### src/rtl/blink_sched_pkg.sv
// Shared types and helpers for the blink request scheduler.
// Holds the FSM state encoding and the round-robin next-grant search.
package blink_sched_pkg;

  localparam logic [1:0] STATE_IDLE = 2'd0;
  localparam logic [1:0] STATE_RUN  = 2'd1;
  localparam logic [1:0] STATE_DONE = 2'd2;
  localparam logic [1:0] STATE_GAP  = 2'd3;

  typedef enum logic [1:0] {
    ST_IDLE = STATE_IDLE,
    ST_RUN  = STATE_RUN,
    ST_DONE = STATE_DONE,
    ST_GAP  = STATE_GAP
  } state_t;

  localparam int unsigned MAX_REQ = 8;

  // Walks upward from ptr+1 (wrapping at n) and returns the first set request.
  // Returns ptr unchanged when no request in range is set.
  function automatic logic [2:0] rr_next_index(input logic [7:0]   req,
                                               input logic [2:0]   ptr,
                                               input int unsigned  n);
    logic [2:0] cand;
    logic [2:0] idx;
    logic       found;
    cand  = ptr;
    idx   = ptr;
    found = 1'b0;
    for (int unsigned k = 0; k < MAX_REQ; k++) begin
      if (k < n) begin
        cand = (cand == 3'(n - 1)) ? 3'd0 : cand + 3'd1;
        if (!found && req[cand]) begin
          idx   = cand;
          found = 1'b1;
        end
      end
    end
    return idx;
  endfunction

  function automatic logic [7:0] idx_to_onehot(input logic [2:0] idx);
    return 8'b1 << idx;
  endfunction

endpackage

### src/rtl/blink_request_scheduler_timer.sv
// Shared half-period timebase: counts 0..COUNT_LIMIT-1 while enabled and
// flags the last count so the scheduler can act on the wrapping edge.
module half_period_timer #(
  parameter int COUNT_LIMIT = 10
) (
  input  logic i_Clk,
  input  logic i_Rst,
  input  logic i_Clear,
  input  logic i_Enable,
  output logic o_Wrap
);

  localparam int TW = (COUNT_LIMIT > 2) ? $clog2(COUNT_LIMIT) : 1;
  localparam logic [TW-1:0] LAST = TW'(COUNT_LIMIT - 1);

  logic [TW-1:0] count_q;
  logic [TW-1:0] count_d;
  logic          at_last;

  assign at_last = (count_q == LAST);

  always_comb begin
    count_d = count_q;
    if (i_Clear) begin
      count_d = '0;
    end else if (i_Enable) begin
      count_d = at_last ? '0 : count_q + TW'(1);
    end
  end

  always_ff @(posedge i_Clk or posedge i_Rst) begin
    if (i_Rst) begin
      count_q <= '0;
    end else begin
      count_q <= count_d;
    end
  end

  // Clear wins over a coincident wrap so a restarted count never fires early.
  assign o_Wrap = i_Enable && !i_Clear && at_last;

endmodule

### src/rtl/blink_request_scheduler.sv
// Round-robin blink scheduler: one shared timer, bursts of NUM_BLINKS blinks
// per grant followed by a dark gap. Optional owner-drop abort: BLINK_SCHED_ABORT_EN.
module blink_request_scheduler
  import blink_sched_pkg::*;
#(
  parameter int NUM_REQ     = 4,
  parameter int COUNT_LIMIT = 10,
  parameter int NUM_BLINKS  = 3
) (
  input  logic               i_Clk,
  input  logic               i_Rst,
  input  logic [NUM_REQ-1:0] i_Req,
  output logic [NUM_REQ-1:0] o_Grant,
  output logic [NUM_REQ-1:0] o_LED,
  output logic               o_Busy,
  output logic               o_Done
);

  localparam int BW = (NUM_BLINKS > 1) ? $clog2(NUM_BLINKS + 1) : 1;
  localparam logic [BW-1:0] LAST_BLINK = BW'(NUM_BLINKS - 1);
  localparam logic [BW-1:0] ALL_BLINKS = BW'(NUM_BLINKS);
  localparam logic [2:0]    PTR_RESET  = 3'(NUM_REQ - 1);

  state_t             state_q, state_d;
  logic [NUM_REQ-1:0] grant_q, grant_d;
  logic [NUM_REQ-1:0] led_q,   led_d;
  logic [2:0]         ptr_q,   ptr_d;
  logic [BW-1:0]      blinks_q, blinks_d;
  logic               toggle_q, toggle_d;
  logic               busy_q,  busy_d;
  logic               done_q,  done_d;

  logic               timer_clear;
  logic               timer_enable;
  logic               timer_wrap;
  logic [2:0]         next_idx;
  logic [NUM_REQ-1:0] next_grant;
  logic               owner_req;

  assign next_idx   = rr_next_index(8'(i_Req), ptr_q, NUM_REQ);
  assign next_grant = NUM_REQ'(idx_to_onehot(next_idx));
  assign owner_req  = |(i_Req & grant_q);

  half_period_timer #(
    .COUNT_LIMIT (COUNT_LIMIT)
  ) u_timer (
    .i_Clk    (i_Clk),
    .i_Rst    (i_Rst),
    .i_Clear  (timer_clear),
    .i_Enable (timer_enable),
    .o_Wrap   (timer_wrap)
  );

  always_comb begin
    state_d      = state_q;
    grant_d      = grant_q;
    led_d        = led_q;
    ptr_d        = ptr_q;
    blinks_d     = blinks_q;
    toggle_d     = toggle_q;
    busy_d       = busy_q;
    done_d       = done_q;
    timer_clear  = 1'b0;
    timer_enable = 1'b0;

    case (state_q)
      ST_IDLE: begin
        timer_clear = 1'b1;
        if (|i_Req) begin
          grant_d  = next_grant;
          ptr_d    = next_idx;
          toggle_d = 1'b0;
          blinks_d = '0;
          led_d    = '0;
          busy_d   = 1'b1;
          state_d  = ST_RUN;
        end
      end

      ST_RUN: begin
`ifdef BLINK_SCHED_ABORT_EN
        if (!owner_req) begin
          // Owner let go: skip DONE, keep the pointer so fairness is unchanged.
          timer_clear = 1'b1;
          grant_d     = '0;
          led_d       = '0;
          toggle_d    = 1'b0;
          state_d     = ST_GAP;
        end else
`endif
        begin
          timer_enable = 1'b1;
          if (timer_wrap) begin
            toggle_d = !toggle_q;
            led_d    = toggle_q ? '0 : grant_q;
            if (toggle_q) begin
              if (blinks_q == LAST_BLINK) begin
                blinks_d = ALL_BLINKS;
                done_d   = 1'b1;
                state_d  = ST_DONE;
              end else begin
                blinks_d = blinks_q + BW'(1);
              end
            end
          end
        end
      end

      ST_DONE: begin
        timer_clear = 1'b1;
        grant_d     = '0;
        led_d       = '0;
        done_d      = 1'b0;
        state_d     = ST_GAP;
      end

      ST_GAP: begin
        timer_enable = 1'b1;
        if (timer_wrap) begin
          busy_d  = 1'b0;
          state_d = ST_IDLE;
        end
      end

      default: begin
        state_d = ST_IDLE;
      end
    endcase
  end

  always_ff @(posedge i_Clk or posedge i_Rst) begin
    if (i_Rst) begin
      state_q  <= ST_IDLE;
      grant_q  <= '0;
      led_q    <= '0;
      ptr_q    <= PTR_RESET;
      blinks_q <= '0;
      toggle_q <= 1'b0;
      busy_q   <= 1'b0;
      done_q   <= 1'b0;
    end else begin
      state_q  <= state_d;
      grant_q  <= grant_d;
      led_q    <= led_d;
      ptr_q    <= ptr_d;
      blinks_q <= blinks_d;
      toggle_q <= toggle_d;
      busy_q   <= busy_d;
      done_q   <= done_d;
    end
  end

  assign o_Grant = grant_q;
  assign o_LED   = led_q;
  assign o_Busy  = busy_q;
  assign o_Done  = done_q;

`ifndef BLINK_SCHED_ABORT_EN
  logic unused_owner_req;
  assign unused_owner_req = owner_req;
`endif

endmodule

### config.mk
export PLATFORM = sky130hd
export DESIGN_NAME = blink_request_scheduler
export DESIGN_NICKNAME = d
export VERILOG_FILES = /design/src/rtl/blink_sched_pkg.sv /design/src/rtl/blink_request_scheduler_timer.sv /design/src/rtl/blink_request_scheduler.sv
export SDC_FILE = /design/constraint.sdc
export NUM_CORES = 1
export LEC_CHECK = 0
export ABC_AREA = 1
export CAP_MARGIN = 40
export CORE_ASPECT_RATIO = 1.2
export CORE_UTILIZATION = 45
export CTS_BUF_LIST = sky130_fd_sc_hd__clkbuf_16
export DETAILED_ROUTE_END_ITERATION = 8
export PLACE_DENSITY_LB_ADDON = 0.25
export SYNTH_ARGS = -nofsm -noshare
export SYNTH_HDL_FRONTEND = slang
export SYNTH_SLANG_ARGS = --single-unit
### constraint.sdc
create_clock -name i_Clk -period 6.5 [get_ports i_Clk]
set_clock_uncertainty 0.2 [all_clocks]
set_input_delay 0.65 -clock i_Clk [delete_from_list [all_inputs] [get_ports i_Clk]]
set_output_delay 0.65 -clock i_Clk [all_outputs]
set_load 0.01 [all_outputs]
# Word-level counts from Yosys, hierarchy flattened
# Cells that the tools add are included.
# W data, S select, Z words.
[op_classes]
n_addsub = 6
n_mul = 0
div = 0
order_cmp = 4
eq_ne = 14
shift = 1
muxes = 51
bitwise_logic = 0
reduce_logical = 28
[op_table]
columns = ["cell", "count"]
rows = [
  ["$mux W4", 7],
  ["$mux W3", 8],
  ["$mux W2", 9],
  ["$lt A3 B4 Y1 const B", 4],
  ["$mux W1", 16],
  ["$add A3 B1 Y3 const B", 4],
  ["$bmux W1 S3", 4],
  ["$eq A3 B2 Y1 const B", 4],
  ["$pmux W4 S3", 1],
  ["$ne A2 B2 Y1 const B", 5],
  ["$reduce_bool A2 Y1", 5],
  ["$reduce_and A3 Y1", 3],
  ["$pmux W2 S4", 1],
  ["$pmux W4 S2", 1],
  ["$reduce_and A4 Y1", 2],
  ["$eq A2 B2 Y1 const B", 3],
  ["$pmux W1 S2", 3],
  ["$logic_and A1 B1 Y1", 5],
  ["$logic_not A1 Y1", 5],
  ["$reduce_and A5 Y1", 1],
  ["$add A4 B1 Y4 const B", 1],
  ["$eq A4 B4 Y1 const B", 1],
  ["$pmux W2 S2", 1],
  ["$reduce_and A2 Y1", 2],
  ["other kinds (7)", 8],
]
[totals]
regBits = 22
latch_bits = 0
ramBits = 0
romBits = 0
in_bits = 6
out_inout_bits = 10
n_memories = 0

# Depth between registers and ports, before layout
[logic_depth]
depth_word = 17
ltp_mapped = 17
depth_no_buf = 17

# Hierarchy
# A second synthesis with hierarchy kept.
[unflattened]
hier_cells = 229
area_unflattened_um2 = 1635.3
[modules_own_cells]
columns = ["module", "instances", "cells_per_inst", "area_each_um2", "seq_area_each_um2"]
rows = [
  ["blink_request_scheduler", 1, 194, 1388.8, 452.9],
  ["half_period_timer", 1, 35, 246.5, 100.1],
]

# Least setup slack after synthesis
# OpenSTA, ideal clock, no wires.
[synth_timing]
kind = "reg2reg"
start = "reg ptr_q[0]"
end = "reg grant_q[1], in the netlist o_Grant[1]"
arrival_ns = 2.246
t_required_ns = 6.183
slack_ns = 3.937
path_stages_with_launch = 17
path_buffers = 0
period_less_slack_ns = 2.563
cell_sequence = "dfstp_2 -> ha_1 -> nand2_8 -> nand2_4 -> inv_4 -> ha_1 -> inv_1 -> nand3_2 -> nand3_4 -> nand2_2 -> clkinv_2 -> nand2_2 -> nand2_2 -> nand3_2 -> nand2_4 -> nand3_1 -> nand2_1"
[synth_via]
elab_chain_len = 17
word_cells_on_any_way = 36
classes_between = "4 x add/sub; 4 x eq/ne; 1 x shift; 21 x mux; 6 x reduce/logical"
[synth_lines]
columns = ["item", "line_no", "source"]
rows = [
  ["start: declaration", "blink_request_scheduler.sv:27", "logic [2:0] ptr_q, ptr_d;"],
  ["start signal: assignment", "blink_request_scheduler.sv:145", "ptr_q <= ptr_d;"],
  ["parallel branches: the longest is 13 deep, another holds $add A3 B1 Y3", "n/a", ""],
  ["$mux W3 (*)", "blink_sched_pkg.sv:33", "if (!found && req[cand]) begin"],
  ["$shl A1 B3 Y4 (*)", "blink_sched_pkg.sv:43", "return 8'b1 << idx;"],
  ["$mux W4 (*)", "blink_request_scheduler.sv:69", "if (|i_Req) begin"],
  ["$pmux W4 S2 (*)", "blink_request_scheduler.sv:66", "case (state_q)"],
  ["end signal: assignment", "blink_request_scheduler.sv:143", "grant_q <= grant_d;"],
  ["end: declaration", "blink_request_scheduler.sv:25", "logic [NUM_REQ-1:0] grant_q, grant_d;"],
]
# Mark *: on every way between the ends. The select of a mux whose other input is x is not followed.
# A chain may end at the register's enable or synchronous reset.

# Worst setup path after layout
# Same ends and word-level chain as after synthesis.

==> key figures <==
Run status
  • Status: finished, violations left
  • Failing checks: design-rule violations

Logic synthesis
  • Yosys warning count: 0
  • Number of instances in the synthesized netlist: 201
  • Ys flop type: dfrtp_1
  • Most frequent cells after synthesis: nand2_1 (34), inv_1 (22), dfrtp_1 (20), nand3_1 (19), nor2_1 (14)
  • Leading area contributor after synthesis: dfrtp_1
  • Proportion of synthesized chip area in sequential cells: 0.332
  • Fraction of registers with async set or reset after synthesis: 1.00
  • Fraction of synthesized cell area taken by the top area cell type: 0.300
  • Total of flip-flops plus latches after synthesis: 22
  • Mean instance size in the synthesized netlist: 8.30 um2
  • Cell area after synthesis: 0.00167 mm2
  • Count of distinct cell types in the synthesized netlist: 35
  • Post-synth EDFFs: 0
  • Post-synth net total: 214
  • Cell types with the largest area share after synthesis: dfrtp_1 (30%), nand2_1 (7.7%), nand3_2 (6.6%)
  • Top-count cell post-synth: nand2_1

STA
  • Tmin final: 2810 ps
  • Final Hold Vio Count: 0
  • Final-layout setup total negative slack: 0 ps
  • Final period util: 0.432
  • Transition time at the pin with the least slew margin: 800 ps
  • Highest clock frequency the design can meet: 0.356 GHz
  • Relative slew slack: 0.466
  • Max-slew violation count: 0
  • Final-report setup violation count: 0
  • Unrepaired setup endpoints after global routing: false

Clock network
  • Worst-skew pair later-pin latency: 250 ps
  • H-tree level count: 1
  • CTS max path bufs: 2
  • Total CTS buffers: 3
  • Hold-fix buffer count after cts: 0
  • Clock-pin slew on the worst setup and hold paths: 60 ps
  • Postcts setup bufs: 0
  • TritonCTS clock tree: built
  • PostCTS Resize Cnt: 0
  • Clock root buffer master: clkbuf_16
  • Clock sinks: 22

Drt
  • Initial DRC count: 53
  • Vias after detailed routing: 1385
  • Detailed-route DRC error count: 1
  • Drt total wl: 3300 um
  • Drt wl/cell: 12.9 um
  • Number of vias per cell after detailed routing: 5.39
  • Antenna viol nets, final: 0
  • First drt pass iteration count: 6

Worst setup path
  • Data arrival time of the critical path: 2740 ps
  • Startpoint kind of the worst setup timing path: register
  • Worst EP required: 6430 ps
  • Worst R2R Setup Slack: 3690 ps
  • Worst Path Class, Setup: reg2reg
  • Endpoint type of the worst setup path: register
  • Highest net fanout along the worst path: 8

Layout
  • Layout cells sized above 1: 0.250
  • Number of filler instances in the final layout: 313
  • Layout net count: 234
  • Area grow syn2layout: 16.5%
  • Antenna fix cells: 0

Floorplanning
  • Chip Height: 68.7 um
  • Site Rows: 23
  • X dimension of the die: 57.6 um
  • Core Box Area: 0.00342 mm2
  • Total I/O pin count: 16
  • Effective utilization at floorplan: 0.487
  • Die Area: 0.00395 mm2

GRT
  • Initial antenna violation count: 0
  • Aggregate global routing overflow: 0
  • Wire length of the first global-routing pass: 5770 um
  • Number of global-route vias before repair: 1368
  • Maximum number of pins on one net before global-route repair: 23
  • Overall Global Routing Usage: 0.191

Min path
  • Worst min path class: reg2reg

Placement
  • IO Port Bufs: 15
  • Final weighted congestion in routability-driven placement: 0.897
  • DPL Wire Length: 2660 um

Flow run
  • Count of max-cap constraint violations: 0
==> critical path, stage by stage (launching register included) <==
cell,delay [ps]
dfstp_2,550
ha_1,260
nand2_8,110
nand2_4,120
inv_4,50
ha_1,430
inv_1,120
nand3_2,130
nand3_4,120
a21boi_2,220
nand2_1,80
nand3_1,70
nand2_1,80
nand3_1,90
nand2_1,70
==> routing by layer <==
metal,part of all wire,track usage,up-vias
li1,-,-,711
met1,0.44,0.215,644
met2,0.52,0.365,20
met3,0.018,0.0261,10
met4,0.026,0.0732,0
met5,0,0,-
==> registers in the layout (all words and copies together), names as in the netlist <==
register / flops
blinks_q: 2
o_Busy: 1
o_Grant: 4
u_timer.count_q: 4
o_LED: 4
state_q: 2
o_Done: 1
ptr_q: 3
toggle_q: 1
==> per-stage QoR <==
stage,utilization,hold WS (ps),setup slack (ps),cell area (um2),cells
6_report,0.567,288,3690,1940,257
5_1_grt,0.567,317,3500,1940,257
4_1_cts,0.567,294,3710,1940,257
3_5_place_dp,0.544,284,3710,1860,253
3_3_place_gp,0.544,272,3810,1860,253
2_1_floorplan,-,268,3940,1670,201
==> worst paths after layout <==
kind,start,depth (start not counted),to
max reg2reg,ptr_q[0]$_DFFE_PP1P_,14,o_Grant[1]$_DFFE_PP0P_
min,ptr_q[0]$_DFFE_PP1P_,2,ptr_q[0]$_DFFE_PP1P_
min in group asynchronous,i_Rst,2,o_LED[0]$_DFFE_PP0P_
min reg2reg,ptr_q[0]$_DFFE_PP1P_,2,ptr_q[0]$_DFFE_PP1P_
max,ptr_q[0]$_DFFE_PP1P_,14,o_Grant[1]$_DFFE_PP0P_
max in group asynchronous,i_Rst,2,o_Grant[1]$_DFFE_PP0P_
==> final cells by class <==
type | count | area (um2) | share of cell area
Clock buffer | 3 | 75.1 | 0.0386
Inverter | 29 | 114 | 0.0586
Tap cell | 37 | 46.3 | 0.0238
Sequential cell | 22 | 553 | 0.285
Timing Repair Buffer | 15 | 150 | 0.0773
Multi-Input combinational cell | 150 | 1000 | 0.515
Clock inverter | 1 | 3.75 | 0.00193
==> layout by cell type (no fill, tap or decap), drive strengths merged, types with 7 or more instances in the layout <==
cell type	instances
o21ai	20
nand2	48
clkdlybuf4s50	15
nand3	33
dfrtp	20
nor2	19
inv	27
ha	7
==> cells by family after synthesis <==
family	Yosys count	share of synthesized area
and+or+nand+nor	108	0.410
AOI/OAI and AO/OA	33	0.127
buffers and inverters	29	0.0683
DFF	22	0.332
adders and majority gates	7	0.0525
xor gates and xnor gates	2	0.0105
Power is left out: the tool's default activity adds up to more than one toggle a clock period on the data nets, which glitch-free logic cannot reach.
==> RTL edit (same settings) <==
Add a define of `BLINK_SCHED_ABORT_EN`.
--- a/src/rtl/blink_request_scheduler.sv
+++ b/src/rtl/blink_request_scheduler.sv
@@ -1,4 +1,6 @@
 // Round-robin blink scheduler: one shared timer, bursts of NUM_BLINKS blinks
 // per grant followed by a dark gap. Optional owner-drop abort: BLINK_SCHED_ABORT_EN.
+`define BLINK_SCHED_ABORT_EN
+
 module blink_request_scheduler
   import blink_sched_pkg::*;
Check against the original RTL: not equivalent (Yosys sat finds a counterexample within 4 cycles, from zero or initial values and one cycle with i_Rst high).
==> RTL edit against the unedited design <==
Cell area is 1.2% higher. Worst hold slack worse by 0.87 ps. Largest cell class unchanged. Sequential share of layout area is 0.33 points lower. Setup slack better by 310 ps. Non-clock buffer count is 1 higher. Area after synthesis is 0.45% higher. Routed wire length is 3.4% higher. Sequential cell count stayed put. The flow still finishes with violations (design-rule violations).
==> RTL edit: results (changes against the unedited design) <==
Cells and area:
- The number of nets in the layout is 273 (+17%).
- The synthesis-to-layout area growth is 17.3%.
- The final cell count without fillers is 294 (+14%).
- The multi-input combinational cell count came to 173 (+15%).
- The clock network area share came to 4.01% (-0.046 points).
- The footprint of the multi-input gates came to 965 um^2 (-3.6%).
- The non-clock buffer area fraction after layout is 8.40% (+0.68 points).
- The count of flip-flops and latches is 22 (unchanged).
- The fraction of layout cells with a size suffix above 1 is 16.7% (-8.3 points).
- The number of signal-net inverters in the final layout was 42 (+45%).
- The total of fill cells in the finished design is 357 (+14%).
- The count of buffers not belonging to the clock network in the layout is 16 (+1).

Logic synthesis:
- The synthesized netlist net count is 252 (+18%).
- The distinct cell type count of the synthesized netlist came to 30 (-14%).
- The portion of the post-synthesis area used by sequential elements was 33.0% (-0.15 points).
- The fraction of registers with async set/reset is 100% (unchanged).
- After synthesis, the most frequently instantiated cells are sky130_fd_sc_hd__nand2_1, sky130_fd_sc_hd__inv_1, sky130_fd_sc_hd__nand3_1.
- The gate count after technology mapping is 237 (+18%).
- After synthesis, the cell types taking the most area are sky130_fd_sc_hd__dfrtp_1, sky130_fd_sc_hd__nand2_1, sky130_fd_sc_hd__inv_1.

Global route:
- The largest net degree at the start of global routing is 14 (-39%).
- The initial antenna violation count was 0 (unchanged).
- The wire length of the first global-routing pass came to 6.15 mm (+6.7%).
- The met3 capacity usage during global routing is 2.99% (+0.37 points).
- The aggregate global-route resource usage was 20.3% (+1.2 points).
- The number of global-route vias before repair is 1485 (+8.6%).
- The global-route met1 utilization is 22.9% (+1.4 points).
- The met2 demand-to-capacity share in global routing came to 38.5% (+2.0 points).

Placed design:
- The total placed instance area is 1890 um^2 (+1.2%).
- The global placer's final weighted congestion is 0.820 (-8.5%).
- The HPWL after detailed placement is 2.78 mm (+4.7%).
- The setup slack after placement came to 3770 ps (+55.3 ps).

Route:
- The number of vias per cell after detailed routing was 5.06 (-6.1%).
- The post-detailed-routing wire length is 3.42 mm (+3.4%).
- The met1 routed wirelength after detailed routing was 1.54 mm (+5.9%).
- The highest routed metal layer is met4.
- The met2 routed wirelength is 1.73 mm (+1.3%).
- The detailed-routed wire length on met3 is 88 um (+49%).
- The count of unresolved DRC violations after routing is 2 (+1).
- The starting DRC count in detailed routing is 60 (+13%).

Clocking:
- The number of post-CTS setup repair buffers is 0 (unchanged).
- The number of H-tree levels is 1 (unchanged).
- The worst-skew pair later-pin latency is 260 ps.
- The clock transition at the registers of the reported paths is 60 ps (about the same).

Critical path:
- On the critical path, the stage with the largest delay is an instance of sky130_fd_sc_hd__clkdlybuf4s50_1.
- The largest stage delay on the critical path was 470 ps (-80 ps).
- The peak fanout along the critical path is 4 (-4).
- The worst endpoint data arrival time came to 2480 ps (-260 ps).

Power and ir drop:
- The cell-internal power is 0.492 mW.
- The analysis attributes to cell leakage a power of about 0.99 nW.

Outcome:
- The flow ran to the end, but the final reports show violations.
- The checks that failed: design-rule violations.

Timing:
- The relative slew slack is 70.2% (+24 points).

Floorplan:
- The number of well taps is 37 (unchanged).
-- RTL edit: cell count changes in the layout (fill, tap and decap cells not counted), moves of 4 or more --
cell / unedited run / this run
sky130_fd_sc_hd__nand2_1: 34 / 58
sky130_fd_sc_hd__inv_1: 22 / 37
sky130_fd_sc_hd__nand3_2: 11 / 3
sky130_fd_sc_hd__nor2_1: 14 / 20
sky130_fd_sc_hd__o21ai_2: 2 / 6
-- RTL edit: power groups by stage --
stage                     Clock [mW]  Sequential (mW)  Combinational, mW
after floorplan                    0            0.210              0.514
after global placement             0            0.213              0.641
after detailed placement           0            0.213              0.650
after CTS                      0.132            0.211              0.654
after global routing           0.137            0.217              0.753
final                          0.129            0.211              0.648
-- RTL edit: worst paths after layout --
check | start | cells past startpoint | to | slack, ps
worst max-delay path | i_Req[1] | 13 | state_q[1]$_DFFE_PP0P_ | 4000
worst min-delay path | blinks_q[0]$_DFFE_PP0P_ | 2 | blinks_q[0]$_DFFE_PP0P_ | 290
worst max register to register | ptr_q[0]$_DFFE_PP1P_ | 14 | o_Grant[0]$_DFFE_PP0P_ | 4040
worst min register to register | blinks_q[0]$_DFFE_PP0P_ | 2 | blinks_q[0]$_DFFE_PP0P_ | 290
max in group asynchronous | i_Rst | 3 | ptr_q[1]$_DFFE_PP1P_ | 5110
min in group asynchronous | i_Rst | 2 | toggle_q$_DFFE_PP0P_ | 480
-- RTL edit: cell families (layout without fill, tap and decap cells) --
family	count (synthesis)	after routing	share of synthesized area, %
and+or+nand+nor	130	130	37.7
buffers and inverters	42	62	9.41
AOI/OAI and AO/OA	33	33	12.6
DFF	22	22	33.0
adders and majority gates	9	9	6.72
xor gates and xnor gates	1	1	0.523
